**src/rtl/cute_lock_pkg.sv**
```systemverilog
// Shared constants and helpers for Cute-Lock key-scheduled state registers.
// The slice helpers take widened vectors so one function serves every parameter set.
package cute_lock_pkg;

  localparam int unsigned DEF_KEY_W   = 18;
  localparam int unsigned DEF_STATE_W = 5;
  localparam int unsigned MAX_VEC_W   = 1024;
  localparam int unsigned MAX_FIELD_W = 64;

  typedef logic [MAX_VEC_W-1:0]   vec_t;
  typedef logic [MAX_FIELD_W-1:0] field_t;

  function automatic int unsigned clog2min1(input int unsigned n);
    return (n <= 1) ? 1 : $clog2(n);
  endfunction

  function automatic field_t field_slice(input vec_t v, input int unsigned k,
                                         input int unsigned w);
    return field_t'(v >> (k * w));
  endfunction

  function automatic field_t key_slice(input vec_t keys, input int unsigned k,
                                       input int unsigned key_w);
    return field_slice(keys, k, key_w);
  endfunction

  function automatic field_t trap_slice(input vec_t traps, input int unsigned k,
                                        input int unsigned state_w);
    return field_slice(traps, k, state_w);
  endfunction

endpackage

```
**src/rtl/cute_lock_state_reg_key_window_counter.sv**
```systemverilog
// Window scheduler: counts WINDOW cycles per key window and steps the
// window index modulo N_KEYS; holds while en is low.
module key_window_counter
  import cute_lock_pkg::*;
#(
  parameter int unsigned WINDOW = 6,
  parameter int unsigned N_KEYS = 6
) (
  input  logic                           clk,
  input  logic                           rst,
  input  logic                           en,
  output logic [clog2min1(N_KEYS)-1:0]   win_idx,
  output logic                           last
);

  localparam int unsigned CYC_W = clog2min1(WINDOW);
  localparam int unsigned IDX_W = clog2min1(N_KEYS);
  localparam logic [CYC_W-1:0] CYC_LAST = CYC_W'(WINDOW - 1);
  localparam logic [IDX_W-1:0] IDX_LAST = IDX_W'(N_KEYS - 1);

  logic [CYC_W-1:0] cyc_q, cyc_d;
  logic [IDX_W-1:0] win_q, win_d;

  assign last    = (cyc_q == CYC_LAST);
  assign win_idx = win_q;

  always_comb begin
    cyc_d = cyc_q;
    win_d = win_q;
    if (en) begin
      if (last) begin
        cyc_d = '0;
        win_d = (win_q == IDX_LAST) ? '0 : win_q + 1'b1;
      end else begin
        cyc_d = cyc_q + 1'b1;
      end
    end
  end

  always_ff @(posedge clk) begin
    if (rst) begin
      cyc_q <= '0;
      win_q <= '0;
    end else begin
      cyc_q <= cyc_d;
      win_q <= win_d;
    end
  end

endmodule

```
**src/rtl/cute_lock_state_reg.sv**
```systemverilog
// Key-locked present-state register: commits nx_state only while keyinput
// matches the current window's key, otherwise loads that window's trap state.
module cute_lock_state_reg
  import cute_lock_pkg::*;
#(
  parameter int unsigned                   STATE_W     = DEF_STATE_W,
  parameter int unsigned                   KEY_W       = DEF_KEY_W,
  parameter int unsigned                   N_KEYS      = 6,
  parameter int unsigned                   WINDOW      = 6,
  parameter int unsigned                   RESET_STATE = 1,
  parameter logic [N_KEYS*KEY_W-1:0]       KEYS        = '0,
  parameter logic [N_KEYS*STATE_W-1:0]     TRAPS       = '0,
  parameter int unsigned                   STICKY      = 0
) (
  input  logic                           clk,
  input  logic                           rst,
  input  logic                           en,
  input  logic [KEY_W-1:0]               keyinput,
  input  logic [STATE_W-1:0]             nx_state,
  output logic [STATE_W-1:0]             pr_state,
  output logic [clog2min1(N_KEYS)-1:0]   win_idx,
  output logic                           key_ok,
  output logic                           fault
);

  logic [KEY_W-1:0]   key_sel;
  logic [STATE_W-1:0] trap_sel;
  logic [STATE_W-1:0] pr_state_q, pr_state_d;
  logic               fault_q, fault_d;
  logic               commit;

  key_window_counter #(
    .WINDOW (WINDOW),
    .N_KEYS (N_KEYS)
  ) u_counter (
    .clk     (clk),
    .rst     (rst),
    .en      (en),
    .win_idx (win_idx),
    .last    ()
  );

  assign key_sel  = KEY_W'(key_slice(vec_t'(KEYS), 32'(win_idx), KEY_W));
  assign trap_sel = STATE_W'(trap_slice(vec_t'(TRAPS), 32'(win_idx), STATE_W));
  assign key_ok   = (keyinput == key_sel);

  // Sticky mode uses the fault seen before this edge; the mismatch edge itself traps anyway.
  assign commit = key_ok && !((STICKY != 0) && fault_q);

  always_comb begin
    pr_state_d = pr_state_q;
    fault_d    = fault_q;
    if (en) begin
      pr_state_d = commit ? nx_state : trap_sel;
      if (!key_ok) fault_d = 1'b1;
    end
  end

  always_ff @(posedge clk) begin
    if (rst) begin
      pr_state_q <= STATE_W'(RESET_STATE);
      fault_q    <= 1'b0;
    end else begin
      pr_state_q <= pr_state_d;
      fault_q    <= fault_d;
    end
  end

  assign pr_state = pr_state_q;
  assign fault    = fault_q;

endmodule
```
**config.mk**
```make
export PLATFORM = sky130hd
export DESIGN_NAME = cute_lock_state_reg
export DESIGN_NICKNAME = d
export VERILOG_FILES = /design/src/rtl/cute_lock_pkg.sv /design/src/rtl/cute_lock_state_reg_key_window_counter.sv /design/src/rtl/cute_lock_state_reg.sv
export SDC_FILE = /design/constraint.sdc
export NUM_CORES = 1
export LEC_CHECK = 0
export ABC_AREA = 0
export BUFFER_PORTS_ARGS = -buffer_cell sky130_fd_sc_hd__buf_2
export CORE_UTILIZATION = 40
export CTS_BUF_LIST = sky130_fd_sc_hd__clkbuf_8
export DETAILED_ROUTE_END_ITERATION = 8
export MAX_ROUTING_LAYER = met4
export PLACE_DENSITY = 0.78
export SETUP_SLACK_MARGIN = 0.3
export SYNTH_ARGS = -nofsm -noshare
export SYNTH_HDL_FRONTEND = slang
export SYNTH_SLANG_ARGS = --single-unit
```
**constraint.sdc**
```tcl
create_clock -name clk -period 3.2 [get_ports clk]
set_clock_uncertainty 0.2 [all_clocks]
set_input_delay 0.8 -clock clk [delete_from_list [all_inputs] [get_ports clk]]
set_output_delay 0.8 -clock clk [all_outputs]
set_load 0.02 [all_outputs]
```
==> summary.md <==
| Metric | Value |
|---|---|
| Outcome | completed |
| Buf/Inv on CP | 2 |
| Clk sinks | 12 |
| Die Wd | 38.0 µm |
| Yosys warnings | 0 |
| Total gr overflow | 0 |
| Area of the multi-input gates | 260 µm² |
| CTS Hold Buffers Added | 0 |
| Cell Pwr Density | 479 nW/µm² |
| Setup TNS | 0 ns |
| Initial Util | ~45% |
| Most frequent CP cell | buf_2 |
| CTS Buffer Depth | 2 |
| Drt total wl | 1.35 mm |
| Data arrival time of the worst path | 1.77 ns |
| Die area | approximately 1400 µm² |
| Crit-path cells | buf_2 -> nor4_1 -> nand3_1 -> nor2_1 -> buf_2 |
| Most common cell in the netlist | dfxtp_1 |
| Final Wtd Congestion | 0.683 |
| CP max-delay cell | nor4_1 |
| Synth area leaders | dfxtp_1 46%, o41ai_1 6.7%, nand2_1 5.8% |
| Maximum vdd drop | 0.244 mV |
| Detail Route Antenna Nets | 0 |
| FP Rows | 12 |
| CP max stage delay | 0.28 ns |
| Slew Limit Headroom | approximately 75% |
| Placed instance area | 704 µm² |
| Core box area | 1160 µm² |
| Clk pin slew, worst setup/hold paths | about 0.06 ns |
| Number of global-route vias before repair | 530 |
| WL/cell | 12.1 µm |
| Max-slew violation count | 0 |
| Worst setup SP type | input port |
| GRT Total Usage | about 23% |
| Synth Register Bits | 12 |
| Area grow syn2layout | 46.3% |
| Fmax | 361 MHz |
| Antenna cells | 0 |
| First-pass GRT wire length | about 2.2 mm |
| Capturing element type of the critical path | output port |
| Resized cells post-CTS | 0 |
| Initial DRT Pass Iterations | 2 |
| Clk_lat worst skew | 0.24 ns |
| Clock network fraction of design power | a little under half |
| Fin area | 759 µm² |
| Logic pwr share | 10.0% |
| Final hold vios | 0 |
| P_int | between 200 and 300 µW |
| Min Tclk post-route | 2.77 ns |
| Setup Viol. Count Final | 0 |
| Flop pwr share | ~43% |
| Setup Fix Bufs, Post-CTS | 0 |
| Top cell type by total area after synthesis | dfxtp_1 |
| Top-area cell type share of the netlist area | 46.3% |
| Synth Area per Inst | approximately 8.5 µm² |
| Pre-CTS setup slack | 0.423 ns |
| Post-synthesis cell area | 519 µm² |
| Worst-path fanout max | 7 |
| Num CTS Buffers | 3 |
| Netlist cell types | 19 |
| Commonest cells in the netlist | 12 x dfxtp_1, 8 x nand2_1, 8 x nor2_1 |
| Final #Nets | 125 |
| # DRC | 0 |
| Vias | roughly 590 |
| Final core occ | 65.7% |
| Slew @ Worst Pin | around 0.36 ns |
| Max Cap Violations | 0 |
| DR vias/cell | 5.28 |
| Final Non-Filler Cells | 112 |
| Psw | 82.9 µW |
| Hold crit path type | reg -> reg |
| Family with the most delay on the worst path | simple AND/OR/NAND/NOR gates |
| Main flop type after synthesis | dfxtp_1 |
| Synthesized instance count | 61 |
| Share of cells above drive strength 1 | 40.8% |
| CTS HTree Levels | 1 |
| Clk root buf | clkbuf_8 |
| WP data required | 2.20 ns |
| Number of buffers added on ports | 35 |
| CTS tree | done |
| Ratio of final minimum period to clock period | 86.5% |
| Ports | 36 |
| Dpl cells | about 110 |
| DR iter-0 viols | 5 |
| Seq/Total Area, Yosys | between 40 and 50% |
| RSZ-0062 raised after global routing | false |
| Async S/R FF share, synth | 0% |
| Final WS setup | around 0.43 ns |
| Post-DP HPWL | 933 µm |
| Die Span Y | about 38 µm |
| Sw frac | 22.8% |
| LEAKAGE | 0.361 nW |
| Fillers | 90 |
| Largest net degree at the start of global routing | 14 |
| Number of flops mapped to enable cells by yosys | 0 |
| Post-Syn Nets | 87 |
| Critical path type | in -> out |
| Register Area | 240 µm² |
| Initial antenna violation count | 0 |
[final cells by class]
cell class | count | share of cell area, %
well taps | 14 | 2.31
inverters | 3 | 1.48
flip-flops and latches | 12 | 31.6
clock buffers | 4 | 7.25
multi-input cells | 44 | 34.3
repair buffers | 35 | 23.1
[state kept, by name, summed over array words and instances (netlist names)]
name	flops
pr_state	5
fault	1
u_counter.cyc_q	3
u_counter.win_idx	3
[metal layers]
metal / up-vias / wire length (µm) / track usage [%] / part of all wire, %
met5: - / 0 / - / 0
met4: 0 / 25 / 10.7 / 1.9
met3: 4 / 100 / 8.72 / 7.4
met2: 28 / 669 / 39.4 / 50
met1: 263 / 557 / 23.1 / 41
li1: 296 / - / - / -
[layout by cell type (no fill, tap or decap)]
cell type	n
a21oi_1	4
buf_2	35
clkbuf_8	4
dfxtp_1	12
inv_1	3
mux2i_1	1
nand2_1	8
nand3_1	5
nand4b_1	1
nand4b_2	1
nor2_1	8
nor4_1	4
o21ai_0	2
o31a_1	1
o31ai_1	1
o41ai_1	4
or4_1	1
or4b_1	1
xnor2_1	2
[metrics by stage]
step / hold slack, ns / power (mW)
floorplan: 0.269 / 0.177
global route: 0.311 / 0.380
finish: 0.287 / 0.364
detailed placement: 0.270 / 0.197
global placement: 0.268 / 0.196
CTS: 0.286 / 0.368
[power groups by stage]
| stage | clock [mW] | sequential, mW | combinational [mW] |
|---|---|---|---|
| 2_1_floorplan | 0 | 0.163 | 0.0147 |
| 3_3_place_gp | 0 | 0.161 | 0.0354 |
| 3_5_place_dp | 0 | 0.161 | 0.0361 |
| 4_1_cts | 0.174 | 0.158 | 0.0363 |
| 5_1_grt | 0.180 | 0.159 | 0.0404 |
| 6_report | 0.170 | 0.158 | 0.0364 |
[logic make-up (layout without fill, tap and decap cells)]
logic type | count (synthesis) | in the layout | synth area share (%)
and+or+nand+nor | 29 | 29 | 29.2
AOI/OAI and AO/OA | 12 | 12 | 15.7
DFF | 12 | 12 | 46.3
buffers and inverters | 5 | 42 | 3.61
xor gates and xnor gates | 2 | 2 | 3.37
muxes | 1 | 1 | 1.93
[worst paths after layout]
| check | startpoint | endpoint | slack (ns) | depth (start not counted) |
|---|---|---|---|---|
| max | keyinput[8] | key_ok | 0.43 | 5 |
| min | pr_state[0] | pr_state[0] | 0.29 | 2 |
| max reg2reg | u_counter.cyc_q[1] | u_counter.win_idx[2] | 1.72 | 3 |
| min reg2reg | pr_state[0] | pr_state[0] | 0.29 | 2 |
[worst reg2reg max path: stages, from the launching register on]
cell and delay [ns]:
dfxtp_1 0.33, nand4b_2 0.26, or4b_1 0.49, a21oi_1 0.13
No activity file was read; power rests on OpenSTA's default activity.
